## src/rtl/approx_muld2.sv

```systemverilog
// 8x8 unsigned approximate multiplier: columns 3..7 are compressed by lossy 4:2 cells,
// everything else is summed exactly; the product is registered (one-cycle latency).
module approx_muld2 (
    input  logic        clk,
    input  logic        rst,
    input  logic        in_valid,
    input  logic [7:0]  a,
    input  logic [7:0]  b,
    output logic        out_valid,
    output logic [15:0] s
);

    // Bit j of row i is pp(i,j) = a[j] & b[i], weight 2^(i+j).
    logic [7:0]  pp [8];
    logic [15:0] row [8];
    logic [4:0]  cell_s;
    logic [4:0]  cell_c;
    logic        hi_s;
    logic        hi_c;
    logic [15:0] s_vec;
    logic [15:0] c_vec;
    logic [15:0] product;

    function automatic logic approx_sum(input logic x1, input logic x2,
                                        input logic x3, input logic x4);
        return (x1 ^ x2) | (x3 ^ x4);
    endfunction

    function automatic logic approx_carry(input logic x1, input logic x2,
                                          input logic x3, input logic x4);
        return (x1 & x2) | (x3 & x4);
    endfunction

    // A pp survives into the exact sum unless an approximate cell has consumed it.
    function automatic logic [7:0] keep_mask(input int i);
        logic [7:0] mask;
        mask = '0;
        for (int j = 0; j < 8; j++) begin
            if (!(((i + j) >= 3 && (i + j) <= 7 && i <= 3) || (i + j) == 7))
                mask = mask | (8'b1 << j);
        end
        return mask;
    endfunction

    genvar gi, gk;
    generate
        for (gi = 0; gi < 8; gi++) begin : g_rows
            localparam logic [7:0] KEEP = keep_mask(gi);
            assign pp[gi]  = a & {8{b[gi]}};
            assign row[gi] = {8'b0, pp[gi] & KEEP} << gi;
        end

        // Group 0 of column k takes i = 0..3, in increasing i.
        for (gk = 3; gk <= 7; gk++) begin : g_cells
            assign cell_s[gk-3] = approx_sum(pp[0][gk], pp[1][gk-1], pp[2][gk-2], pp[3][gk-3]);
            assign cell_c[gk-3] = approx_carry(pp[0][gk], pp[1][gk-1], pp[2][gk-2], pp[3][gk-3]);
        end
    endgenerate

    // Column 7 is the only one deep enough for a second group (i = 4..7).
    assign hi_s = approx_sum(pp[4][3], pp[5][2], pp[6][1], pp[7][0]);
    assign hi_c = approx_carry(pp[4][3], pp[5][2], pp[6][1], pp[7][0]);

    assign s_vec = {8'b0, cell_s, 3'b0};
    assign c_vec = {7'b0, cell_c, 4'b0};

    always_comb begin
        product = s_vec + c_vec
                + ({15'b0, hi_s} << 7) + ({15'b0, hi_c} << 8)
                + row[0] + row[1] + row[2] + row[3]
                + row[4] + row[5] + row[6] + row[7];
    end

    always_ff @(posedge clk) begin
        if (rst) begin
            s         <= '0;
            out_valid <= 1'b0;
        end else begin
            s         <= product;
            out_valid <= in_valid;
        end
    end

endmodule

```

## config.mk

```make
export PLATFORM = sky130hd
export DESIGN_NAME = approx_muld2
export DESIGN_NICKNAME = d
export VERILOG_FILES = /design/src/rtl/approx_muld2.sv
export SDC_FILE = /design/constraint.sdc
export NUM_CORES = 1
export LEC_CHECK = 0
export ABC_AREA = 1
export CORE_MARGIN = 4
export CORE_UTILIZATION = 61
export DETAILED_ROUTE_END_ITERATION = 10
export PLACE_DENSITY = 0.9
export SLEW_MARGIN = 40
export SYNTH_ARGS = -nofsm -noshare
export SYNTH_HDL_FRONTEND = slang
export SYNTH_SLANG_ARGS = --single-unit
```

## constraint.sdc

```tcl
create_clock -name clk -period 12.7 [get_ports clk]
set_input_delay 1.905 -clock clk [delete_from_list [all_inputs] [get_ports clk]]
set_output_delay 1.905 -clock clk [all_outputs]
set_load 0.03 [all_outputs]
```

Yosys cells after proc, flatten, opt, wreduce, memory -nomap -nowiden. Index checks and enable logic that the tools add are counted.

Register bits: 17. Output and inout bits: 17.

Add/sub/neg operators: 11. Bitwise operators: 44.

Operator list (number): 8-bit bitwise AND (8); 16-bit by 9-bit adder with 16-bit output (2); 16-bit by 10-bit adder with 16-bit output (1); 16-bit by 11-bit adder with 16-bit output (1); 16-bit by 12-bit adder with 16-bit output (1); 16-bit by 13-bit adder with 16-bit output (1); 16-bit by 14-bit adder with 16-bit output (1); 16-bit by 15-bit adder with 16-bit output (1); 16-bit by 3-bit adder with 16-bit output (1); 16-bit by 8-bit adder with 16-bit output (1); 1-bit bitwise AND (12); 1-bit OR (12); 1-bit bitwise XOR (12); 8-bit by 9-bit adder with 10-bit output (1).

Logic depth before layout (Yosys ltp).
Depth in word-level cells: 14. Mapped depth: 26. Mapped depth without buffers: 25.

Least setup slack after synthesis. OpenSTA, ideal clock, no wires.

Path type: input-to-reg. From: input port b[0]. To: register s[15]. Library setup time: 0.115 ns. Data arrival time: 6.218 ns. Slack: 6.367 ns. Cell stages on the path: 24. Buffers on the path: 1. Cells stage by stage: clkbuf_1 nand2_1 inv_1 ha_1 or2_2 ha_1 fa_1 nand3_1 nand2_1 xor2_1 fa_1 fa_1 fa_1 fa_1 inv_1 ha_1 nand2_1 nand2_1 nor2_1 nand2_2 nand2_2 nand3_2 nand2_1 nor2_1.

Cells in the longest elaborated chain, start to end: 14. Elaborated cells on any way between the ends: 32. Those cells by class: 11 x add/sub; 21 x bitwise.

Ends and longest elaborated chain: start: declaration (RTL line 8) `input logic [7:0] b,`; 8-bit bitwise AND (*) (RTL line 49) `assign pp[gi] = a & {8{b[gi]}};`; 1-bit bitwise XOR / 1-bit bitwise AND (equally long branches) (RTL line 26, 31); 1-bit OR (on tied branches) (RTL line 26, 31); 8-bit by 9-bit adder with 10-bit output (RTL line 68) `product = s_vec + c_vec`; 16-bit by 8-bit adder with 16-bit output (RTL line 69) `+ ({15'b0, hi_s} << 7) + ({15'b0, hi_c} << 8)`; 16-bit by 9-bit adder with 16-bit output (RTL line 69); 16-bit by 3-bit adder with 16-bit output (*) (RTL line 70) `+ row[0] + row[1] + row[2] + row[3]`; 16-bit by 9-bit adder with 16-bit output (*) (RTL line 70); 16-bit by 10-bit adder with 16-bit output (*) (RTL line 70); 16-bit by 11-bit adder with 16-bit output (*) (RTL line 70); 16-bit by 12-bit adder with 16-bit output (*) (RTL line 71) `+ row[4] + row[5] + row[6] + row[7];`; 16-bit by 13-bit adder with 16-bit output (*) (RTL line 71); 16-bit by 14-bit adder with 16-bit output (*) (RTL line 71); 16-bit by 15-bit adder with 16-bit output (*) (RTL line 71); end signal: assignment (RTL line 79) `s <= product;`; end: declaration (RTL line 10) `output logic [15:0] s`.

Every way passes the cells marked *; elsewhere a longest branch is shown, timed or not. A chain may end at the register's enable or synchronous reset.

Worst setup path in the final report.
From: input port a[2]. To: register s[15].

Cells in the longest elaborated chain, start to end: 14. Elaborated cells on any way between the ends: 35. Those cells by class: 11 x add/sub; 24 x bitwise.

Ends and longest elaborated chain: start: declaration (RTL line 7) `input logic [7:0] a,`; 8-bit bitwise AND (RTL line 49); 1-bit bitwise XOR / 1-bit bitwise AND (equally long branches) (RTL line 26, 31); 1-bit OR (on tied branches) (RTL line 26, 31); 8-bit by 9-bit adder with 10-bit output (RTL line 68); 16-bit by 8-bit adder with 16-bit output (RTL line 69); 16-bit by 9-bit adder with 16-bit output (RTL line 69); 16-bit by 3-bit adder with 16-bit output (RTL line 70); 16-bit by 9-bit adder with 16-bit output (RTL line 70); 16-bit by 10-bit adder with 16-bit output (RTL line 70); 16-bit by 11-bit adder with 16-bit output (RTL line 70); 16-bit by 12-bit adder with 16-bit output (RTL line 71); 16-bit by 13-bit adder with 16-bit output (RTL line 71); 16-bit by 14-bit adder with 16-bit output (RTL line 71); 16-bit by 15-bit adder with 16-bit output (*) (RTL line 71).

Marked as above.

==> flow_metrics.py <==
metrics = {
    "floorplanning": {
        "io_pins": 36,
        "die_x_um": 73.6,
        "rows": 23,
        "start_util_pct": 64.2,
        "fp.dieH_um": 73.6,
        "die-area_um2": 5420,
        "core_area_um2": 4090,
    },
    "worst_setup_path": {
        "worstSetupPathType": "in -> reg",
        "startpoint_type": "input port",
        "crit_arrival_ps": 7010,
        "path_max_fanout": 8,
        "critPathCaptureType": "flop",
        "required_ps": 12840,
    },
    "job": {
        "maxCapViolCount": 0,
    },
    "detailed_routing": {
        "postRouteWirelength_um": 5790,
        "first_pass_iters": 5,
        "viasPerCell": 5.26,
        "drc": 0,
        "drt_iter0_drc": 177,
        "ant_nets": 0,
        "vias": 2305,
        "wl_per_cell_um": 13.2,
    },
    "layout": {
        "fillerInstances": 315,
        "nets": 484,
        "drive_above_1_share_pct": 6.19,
        "num_antenna_cells": 0,
        "layout_common_cells": "nand2_1, inv_1, ha_1",
        "final_common_cell": "nand2_1",
        "final_area_um2": 3020,
        "syn_to_final_growth_pct": 14.9,
    },
    "sta": {
        "fmax_ghz": 0.146,
        "fin_tns_setup_ps": 0,
        "hold_slack_ps": 2180,
        "period_minus_slack_ps": 6870,
        "finalWorstSetupSlack_ps": 5830,
        "fin_crit_sh_pct": 54.1,
        "relSlewSlack_pct": 76.1,
        "slew_violations": 0,
        "final_hold_viol_count": 0,
        "finalSetupViolations": 0,
        "rsz0062_at_grt": "false",
        "tightest_slew_ps": 357,
    },
    "place": {
        "numPortBuffers": 35,
        "dp_hpwl_um": 4810,
        "place_area_um2": 2970,
        "routabilityCongestion": 0.891,
        "pre_cts_ws_ps": 5620,
    },
    "yosys": {
        "netlist_area_um2": 2630,
        "avgSynthCellArea_um2": 7.17,
        "post-synth-top-area-cell": "ha_1",
        "synth_cell_types": 21,
        "synth_area_leaders": "ha_1, fa_1, nand2_1",
        "ys.warnings.count": 0,
        "synth_top_cell_area_share_pct": 24.3,
        "yosysSeqAreaShare_pct": 13.0,
        "synth_cells": 366,
        "syn-num-nets": 461,
        "ys_ff_latch": 17,
    },
    "power": {
        "p_sw_share_pct": 49.9,
        "leakagePower_nw": 1.91,
        "p_seq_share_pct": 17.6,
        "pwr-share-comb_pct": 72.7,
        "p_clk_share_pct": 9.7,
        "cellPowerDensity_nw_per_um2": 136,
        "p_total_mw": 0.409,
        "intPower_mw": 0.205,
        "power.switching_mw": 0.204,
        "peakVddDrop_v": 0.000162,
    },
    "global_route": {
        "grt_pass1_wl_um": 10400,
        "antenna_found_initial": 0,
        "overflow": 0,
        "grt_max_degree": 11,
        "grtUsageTotal_pct": 24.0,
        "first_global_vias": 2514,
    },
    "hold_path": {
        "min_from": "in_valid",
        "hold_class": "in -> reg",
        "min_path_cells": 3,
        "hold_end": "out_valid",
    },
    "clock_network": {
        "holdBufCountCts": 0,
        "cts.sinks": 17,
        "htreeDepth": 1,
        "clock-root-buffer": "clkbuf_8",
        "cts_buffer_depth": 2,
        "cts_tree": "done",
        "clk_pin_slew_ps": 60,
        "post_cts_buffers": 0,
        "cts_resized": 0,
        "numCtsBuffers": 3,
    },
    "outcome": {
        "status": "complete, no violations",
    },
}
[critical path, cell delays in order]
cell and delay [ps]:
clkdlybuf4s50_1 670, nand2_1 90, inv_1 80, ha_1 230
or2_2 280, ha_1 230, fa_1 420, nand3_1 120
nand2_1 70, xor2_1 150, fa_1 390, fa_1 450
fa_1 400, fa_1 520, inv_1 40, ha_1 320
nand2_1 100, inv_2 80, nand3_2 80, nand2_2 100
nand2_2 60, a21oi_1 130, nor2_1 60
[per-stage QoR]
step	utilization (%)	cells
3_5_place_dp	72.7	434
3_3_place_gp	72.7	434
5_1_grt	73.8	438
2_1_floorplan	-	366
4_1_cts	73.8	438
6_report	73.8	438
[registers in the layout, summed over array words and instances, names as in the netlist]
name / cells
out_valid: 1
s: 16
[final cells by class]
class                      instances  area [µm²]  share of cell area, %
multi-input combinational        245        1890                   62.7
inverter                          87         327                   10.8
clock buffer                       4        45.0                   1.49
sequential                        17         340                   11.3
tap                               50        62.6                   2.07
timing repair buffer              35         350                   11.6
[metal layers]
metal | vias to the layer above | wire length, µm | GRT usage (%)
met3 | 25 | 360 | 3.28
met4 | 0 | 161 | 8.25
met5 | - | 0 | 0
li1 | 1128 | - | -
met2 | 101 | 2930 | 42.9
met1 | 1051 | 2330 | 29.1
[power groups by stage]
stage	sequential [mW]	clock (mW)	combinational, mW
4_1_cts	0.0723	0.0405	0.297
5_1_grt	0.0737	0.0429	0.338
6_report	0.0722	0.0395	0.297
3_3_place_gp	0.0730	0	0.279
2_1_floorplan	0.102	0	0.182
3_5_place_dp	0.0730	0	0.291
[kinds of logic (layout without fill, tap and decap cells)]
family	after synthesis	after routing	synth area share [%]
simple gates	147	147	23.8
buf+inv	104	126	15.0
fa+ha+maj	76	76	43.4
compound gates	18	18	3.53
flops	17	17	13.0
xor+xnor	4	4	1.33
[cell usage after synthesis]
| library cell | n |
|---|---|
| inv_2 | 2 |
| nor2_1 | 24 |
| inv_1 | 85 |
| xnor2_1 | 2 |
| o21ai_0 | 2 |
| nand3_2 | 4 |
| nor3_1 | 1 |
| ha_1 | 51 |
| nor2_2 | 1 |
| xor2_1 | 2 |
| nand2_2 | 3 |
| o21ai_1 | 1 |
| nand3_1 | 8 |
| nand2_1 | 95 |
| buf_2 | 2 |
| fa_1 | 25 |
| a21o_1 | 1 |
| or2_2 | 11 |
| clkbuf_1 | 15 |
| dfxtp_1 | 17 |
| a21oi_1 | 14 |
[worst max-delay path by stage]
stage	to	slack, ps	start
after floorplan	s[15]	6370	b[0]
after global placement	s[15]	5760	b[1]
after detailed placement	s[15]	5620	a[2]
after CTS	s[15]	5850	a[2]
after global routing	s[15]	5550	b[1]
final	s[15]	5830	a[2]
Power figures use the tool's default switching activity.
